### src/rtl/instrn_mem_loader_pkg.sv
// Shared types and sizes for the instruction-memory loader.
// The helper saturates the loaded-word counter at its maximum.
package instrn_mem_loader_pkg;

    typedef enum logic [2:0] {
        IDLE,
        WAIT_WORD,
        WRITE,
        DONE,
        ERR
    } state_e;

    localparam int WORD_W         = 32;
    localparam int BYTE_W         = 8;
    localparam int BYTES_PER_WORD = 4;
    localparam logic [7:0] COUNT_MAX = 8'hFF;

    function automatic logic [7:0] sat_inc(input logic [7:0] v);
        return (v == COUNT_MAX) ? v : v + 8'd1;
    endfunction

endpackage

### src/rtl/instrn_mem_loader_if.sv
// Instruction word stream: valid/ready with a last-word marker.
// Source (master) holds word_in/word_last until it sees word_ready.
interface instrn_mem_loader_if;
    import instrn_mem_loader_pkg::*;

    logic [WORD_W-1:0] word_in;
    logic              word_valid;
    logic              word_last;
    logic              word_ready;

    modport master (output word_in, word_valid, word_last, input word_ready);
    modport slave  (input word_in, word_valid, word_last, output word_ready);
endinterface

### src/rtl/instrn_mem_loader.sv
// Splits each accepted 32-bit word into 4 little-endian byte writes; holds the CPU during a load.
// Handshake in cycle N -> mem_we in N+1..N+4, word_ready/done in N+5; word_ready low while writing.
module instrn_mem_loader
    import instrn_mem_loader_pkg::*;
#(
    parameter int unsigned MEM_BYTES = 32,
    parameter int unsigned BASE_ADDR = 0
) (
    input  logic                clk,
    input  logic                rst,
    input  logic                start,
    instrn_mem_loader_if.slave  word_if,
    output logic                mem_we,
    output logic [31:0]         mem_addr,
    output logic [BYTE_W-1:0]   mem_wdata,
    output logic                busy,
    output logic                done,
    output logic                error,
    output logic                cpu_hold,
    output logic [7:0]          word_count
);

    localparam logic [31:0] BASE  = 32'(BASE_ADDR);
    localparam logic [31:0] LIMIT = 32'(BASE_ADDR + MEM_BYTES);
    localparam logic [31:0] STEP  = 32'(BYTES_PER_WORD);

    state_e             state_q;
    logic [31:0]        addr_q;
    logic [WORD_W-1:0]  word_q;
    logic               last_q;
    logic [1:0]         byte_idx_q;
    logic               word_ready_q;
    logic               mem_we_q;
    logic [31:0]        mem_addr_q;
    logic [BYTE_W-1:0]  mem_wdata_q;
    logic               busy_q;
    logic               done_q;
    logic               error_q;
    logic               cpu_hold_q;
    logic [7:0]         word_count_q;

    logic [1:0]         byte_idx_d;
    logic [31:0]        addr_d;
    logic               overflow;

    assign byte_idx_d = byte_idx_q + 2'd1;
    assign addr_d     = addr_q + STEP;
    // Rejects a word whose last byte would land past the end of memory.
    assign overflow   = addr_d > LIMIT;

    always_ff @(posedge clk) begin
        if (rst) begin
            state_q      <= IDLE;
            addr_q       <= BASE;
            word_q       <= '0;
            last_q       <= 1'b0;
            byte_idx_q   <= 2'd0;
            word_ready_q <= 1'b0;
            mem_we_q     <= 1'b0;
            mem_addr_q   <= '0;
            mem_wdata_q  <= '0;
            busy_q       <= 1'b0;
            done_q       <= 1'b0;
            error_q      <= 1'b0;
            cpu_hold_q   <= 1'b0;
            word_count_q <= '0;
        end else begin
            case (state_q)
                IDLE, DONE, ERR: begin
                    if (start) begin
                        state_q      <= WAIT_WORD;
                        addr_q       <= BASE;
                        word_count_q <= '0;
                        done_q       <= 1'b0;
                        error_q      <= 1'b0;
                        cpu_hold_q   <= 1'b1;
                        busy_q       <= 1'b1;
                        word_ready_q <= 1'b1;
                    end
                end
                WAIT_WORD: begin
                    if (word_if.word_valid) begin
                        word_ready_q <= 1'b0;
                        if (overflow) begin
                            state_q    <= ERR;
                            error_q    <= 1'b1;
                            cpu_hold_q <= 1'b0;
                            busy_q     <= 1'b0;
                        end else begin
                            state_q     <= WRITE;
                            word_q      <= word_if.word_in;
                            last_q      <= word_if.word_last;
                            byte_idx_q  <= 2'd0;
                            mem_we_q    <= 1'b1;
                            mem_addr_q  <= addr_q;
                            mem_wdata_q <= word_if.word_in[BYTE_W-1:0];
                        end
                    end
                end
                WRITE: begin
                    if (byte_idx_q != 2'd3) begin
                        byte_idx_q  <= byte_idx_d;
                        mem_addr_q  <= addr_q + {30'd0, byte_idx_d};
                        mem_wdata_q <= word_q[{byte_idx_d, 3'b000} +: BYTE_W];
                    end else begin
                        mem_we_q     <= 1'b0;
                        addr_q       <= addr_d;
                        word_count_q <= sat_inc(word_count_q);
                        if (last_q) begin
                            state_q    <= DONE;
                            done_q     <= 1'b1;
                            cpu_hold_q <= 1'b0;
                            busy_q     <= 1'b0;
                        end else begin
                            state_q      <= WAIT_WORD;
                            word_ready_q <= 1'b1;
                        end
                    end
                end
                default: state_q <= IDLE;
            endcase
        end
    end

    assign word_if.word_ready = word_ready_q;
    assign mem_we     = mem_we_q;
    assign mem_addr   = mem_addr_q;
    assign mem_wdata  = mem_wdata_q;
    assign busy       = busy_q;
    assign done       = done_q;
    assign error      = error_q;
    assign cpu_hold   = cpu_hold_q;
    assign word_count = word_count_q;

endmodule
### src/flat_wrapper.sv
// flat-port wrapper written by rule: the top's interface ports become plain ports
module instrn_mem_loader_flat import instrn_mem_loader_pkg::*;
#(
    parameter int unsigned MEM_BYTES = 32,
    parameter int unsigned BASE_ADDR = 0
)
  (clk, rst, start, mem_we, mem_addr, mem_wdata, busy, done, error, cpu_hold, word_count, word_if_word_in, word_if_word_valid, word_if_word_last, word_if_word_ready);
  instrn_mem_loader_if word_if_i ();
  input  logic clk;
  input  logic rst;
  input  logic start;
  output logic mem_we;
  output logic [31:0] mem_addr;
  output logic [BYTE_W-1:0] mem_wdata;
  output logic busy;
  output logic done;
  output logic error;
  output logic cpu_hold;
  output logic [7:0] word_count;
  input wire logic [$bits(word_if_i.word_in)-1:0] word_if_word_in;
  input wire logic [$bits(word_if_i.word_valid)-1:0] word_if_word_valid;
  input wire logic [$bits(word_if_i.word_last)-1:0] word_if_word_last;
  output wire logic [$bits(word_if_i.word_ready)-1:0] word_if_word_ready;
  assign word_if_i.word_in = word_if_word_in;
  assign word_if_i.word_valid = word_if_word_valid;
  assign word_if_i.word_last = word_if_word_last;
  assign word_if_word_ready = word_if_i.word_ready;
  instrn_mem_loader #(.MEM_BYTES(MEM_BYTES), .BASE_ADDR(BASE_ADDR)) u_core (.clk(clk), .rst(rst), .start(start), .word_if(word_if_i), .mem_we(mem_we), .mem_addr(mem_addr), .mem_wdata(mem_wdata), .busy(busy), .done(done), .error(error), .cpu_hold(cpu_hold), .word_count(word_count));
endmodule
### config.mk
export PLATFORM = sky130hd
export DESIGN_NAME = instrn_mem_loader_flat
export DESIGN_NICKNAME = d
export VERILOG_FILES = /design/src/rtl/instrn_mem_loader_pkg.sv /design/src/rtl/instrn_mem_loader_if.sv /design/src/rtl/instrn_mem_loader.sv /design/src/flat_wrapper.sv
export SDC_FILE = /design/constraint.sdc
export NUM_CORES = 1
export LEC_CHECK = 0
export ABC_AREA = 0
export CAP_MARGIN = 20
export CORE_UTILIZATION = 50
export DETAILED_ROUTE_END_ITERATION = 8
export PLACE_DENSITY = 0.71
export SYNTH_ARGS = -nofsm -noshare
export SYNTH_HDL_FRONTEND = slang
export SYNTH_SLANG_ARGS = --single-unit
### constraint.sdc
create_clock -name clk -period 3.2 [get_ports clk]
set_clock_uncertainty 0.05 [all_clocks]
set_input_delay 0.48 -clock clk [delete_from_list [all_inputs] [get_ports clk]]
set_output_delay 0.48 -clock clk [all_outputs]
set_load 0.1 [all_outputs]
==> run summary <==
Nets -> 902
Maximum vdd ir drop -> 0.4209 mV
Drt wl/cell -> 17.78 um
Pre-CTS setup slack -> 0.06761 ns
Clock transition at path regs -> 0.06 ns
Die area -> 13,010 sq um
Design Area, Final -> 7953 sq um
Avg Inst Size Synth -> 8.152 sq um
Endpoints failing hold -> 0
Synth area leader -> dfxtp_1
Synth warn -> 0
Pint -> 0.002920 W
Gate power share -> 17.1%
Filler Cell Count -> 1,056
Layout Utilization -> 65.66%
Slowest-stage cell, CP -> or4_1
Syn Std Cell Area -> 6277 sq um
Fmax -> 326.0 MHz
Slack of the critical path -> 0.1321 ns
Pwr Density -> 529.1 nW/um^2
Post-synth EDFFs -> 0
HP Class -> reg2reg
Sequential share of the synthesized area -> 38.59%
Overflow after GRT -> 0
# IOs -> 91
Vias in the first global route -> 5,666
DR vias/cell -> 5.866
Leak -> 2.871 nW
Crit-path cells -> ha_1, and3_2, or4_1, a2bb2oi_2, and4_1, nand4_2, buf_4, nor4_4, buf_4, clkbuf_16, nor3_1, a211oi_1
DIE WIDTH -> 114.0 um
Area of the multi-input gates -> 3563 sq um
Total GRT Usage -> 29.22%
Syn Nets -> 812
Number of cell rows -> 40
Initial antenna violation count -> 0
Worst-margin pin slew -> 0.5726 ns
Hold_buf cts -> 0
Gate count after technology mapping -> 770
Largest stage delay, worst path -> 0.42 ns
Commonest cells post-synth -> nand2_1 (122), dfxtp_1 (121), a21oi_1 (86)
Worst-Skew Late Latency -> 0.42 ns
Area share of the largest cell type after synthesis -> 38.59%
#FFs+latches synth -> 121
Max FO, Critical Path -> 32
Final WL -> 18,510 um
Pre-antenna DRT Iters -> 5
Crit share post-route -> 95.87%
Clk root buf -> clkbuf_16
First-pass GRT wire length -> 29,450 um
Clock sink total -> 121
Max-cap violations -> 0
P_sw -> 0.001288 W
Buf/Inv on CP -> 3
H-tree depth -> 4
Area contributors post-synth -> dfxtp_1 (39%), nand2_1 (7.3%), a21oi_1 (6.9%), a211oi_2 (3.6%), nor2_1 (3.3%)
Core area -> 12,110 sq um
Post-route ant nets -> 0
Clock power frac -> 44.7%
Sequential Power Share -> 38.2%
Clk buf depth -> 2
Post-detail-place hpwl -> 12,540 um
FF+latch area -> 2422 sq um
DRC -> 0
Largest net degree at the start of global routing -> 64
Period minus WS final -> 3.068 ns
Final GP Congestion -> 0.8999
# diodes -> 0
Startpoint Class -> flop
Main flop type after synthesis -> dfxtp_1
Count of final max-slew check failures -> 0
Slew headroom -> 61.83%
Outcome -> complete, no violations
Final Non-Filler Cells -> 1,041
WS Path Type -> reg2reg
Sw frac -> 30.60%
Final setup fails -> 0
CTS buffer count -> 17
Synth cell types -> 62
Asr flop ratio synth -> 0%
Worst hold margin -> 0.3992 ns
Worst Path Required -> 3.47 ns
Cell Area, Placed -> 7317 sq um
Most common cell on crit path -> buf_4
Share of layout cells above drive strength 1 -> 21.19%
Vias -> 6,107
Initial core utilization -> 51.83%
CTS tree -> built
Port buffer count -> 90
Die Y -> 114.0 um
Crit end category -> flop
Worst EP arrival -> 3.34 ns
Syn-to-layout area delta -> 26.69%
Iter 0 DRT Violations -> 464
CP top delay family -> simple AND/OR/NAND/NOR gates
Top-count cell post-synth -> nand2_1
Placed cells -> 1,005
kinds of logic (layout without fill, tap and decap cells):
logic type / after synthesis / count (layout) / synth area share, %
flip-flops: 121 / 121 / 38.59
buffers and inverters: 72 / 175 / 5.083
multiplexers: 20 / 20 / 4.863
AND/OR/NAND/NOR: 333 / 333 / 26.67
adder cells (fa/ha/maj): 5 / 5 / 0.9966
XOR/XNOR: 32 / 32 / 4.465
other: 1 / 1 / 0.05974
AO/OA/AOI/OAI: 186 / 186 / 19.27
worst paths after layout:
kind / from / end / slack, ns / cells past startpoint
worst max-delay path: u_core.addr_q[2] / u_core.mem_addr[24] / 0.13 / 12
worst min-delay path: u_core.word_q[9] / u_core.word_q[9] / 0.40 / 2
worst max register to register: u_core.addr_q[2] / u_core.mem_addr[24] / 0.13 / 12
worst min register to register: u_core.word_q[9] / u_core.word_q[9] / 0.40 / 2
sequential cells by signal, indices dropped and copies added (netlist names):
| name | flops |
|---|---|
| u_core.addr_q | 30 |
| u_core.byte_idx_q | 2 |
| u_core.cpu_hold | 1 |
| u_core.done | 1 |
| u_core.error | 1 |
| u_core.last_q | 1 |
| u_core.mem_addr | 32 |
| u_core.mem_wdata | 8 |
| u_core.mem_we | 1 |
| u_core.state_q | 3 |
| u_core.word_count | 8 |
| u_core.word_if.word_ready | 1 |
| u_core.word_q | 32 |
placed cells by master (no fill, tap or decap), types with 4 or more instances in the layout:
cell type and instances:
nand2_1 122, dfxtp_1 121, buf_4 101, a21oi_1 86, nor2_1 56, nor3_1 36
clkdlybuf4s50_1 35, nand3_1 31, o21ai_0 21, xnor2_1 19, a211oi_2 18, clkbuf_16 18
o21ai_1 17, nand4_1 15, xor2_1 13, a211oi_1 11, mux2i_1 11, and2_1 10
and3_1 10, nand2b_1 8, mux4_2 8, a311oi_1 7, and4_1 6, or3_1 6
nand3b_1 5, ha_1 5, clkinvlp_4 5, inv_1 4, nor4_1 4, a21o_1 4
a22oi_1 4
metrics by stage:
| stage | power [W] | setup TNS, ns |
|---|---|---|
| 6_report | 0.004208 | 0 |
| 5_1_grt | 0.004355 | -0.1554 |
| 2_1_floorplan | 0.002166 | 0 |
| 3_3_place_gp | 0.002338 | 0 |
| 3_5_place_dp | 0.002348 | 0 |
| 4_1_cts | 0.004225 | 0 |
repair_timing:
item | in CTS | in global routing
endpoints found under the setup margin | 0 | 75
buffers inserted | 0 | 3
gates resized for setup | 0 | 5
layout make-up:
type	instances	area share (%)
flip-flops and latches	121	30.46
multi-input cells	577	44.81
well taps	168	2.643
inverters	4	0.1888
clock buffers	18	5.396
clock inverters	14	1.857
repair buffers	139	14.65
layer usage:
| layer | GRT usage (%) | vias to the layer above | wire length, um | share of wire, % |
|---|---|---|---|---|
| met5 | 0 | - | 0 | 0 |
| met3 | 7.545 | 35 | 1203 | 6.5 |
| li1 | - | 2913 | - | - |
| met1 | 39.12 | 2931 | 8187 | 44 |
| met4 | 11.60 | 0 | 414 | 2.2 |
| met2 | 44.97 | 228 | 8705 | 47 |
power by group through the flow:
stage | combinational [W] | sequential (W) | clock (W)
detailed placement | 0.000710 | 0.00164 | 0
finish | 0.000718 | 0.00161 | 0.00188
CTS | 0.000711 | 0.00161 | 0.00191
global route | 0.000757 | 0.00161 | 0.00198
floorplan | 0.000268 | 0.00190 | 0
global placement | 0.000700 | 0.00164 | 0
worst min-delay path: cells and delay by family (launching register included):
kind	cells	cell delay (ns)
and+or+nand+nor	1	0.05
DFF	1	0.31
AOI/OAI and AO/OA	1	0.05
(Power assumes the default switching activity.)
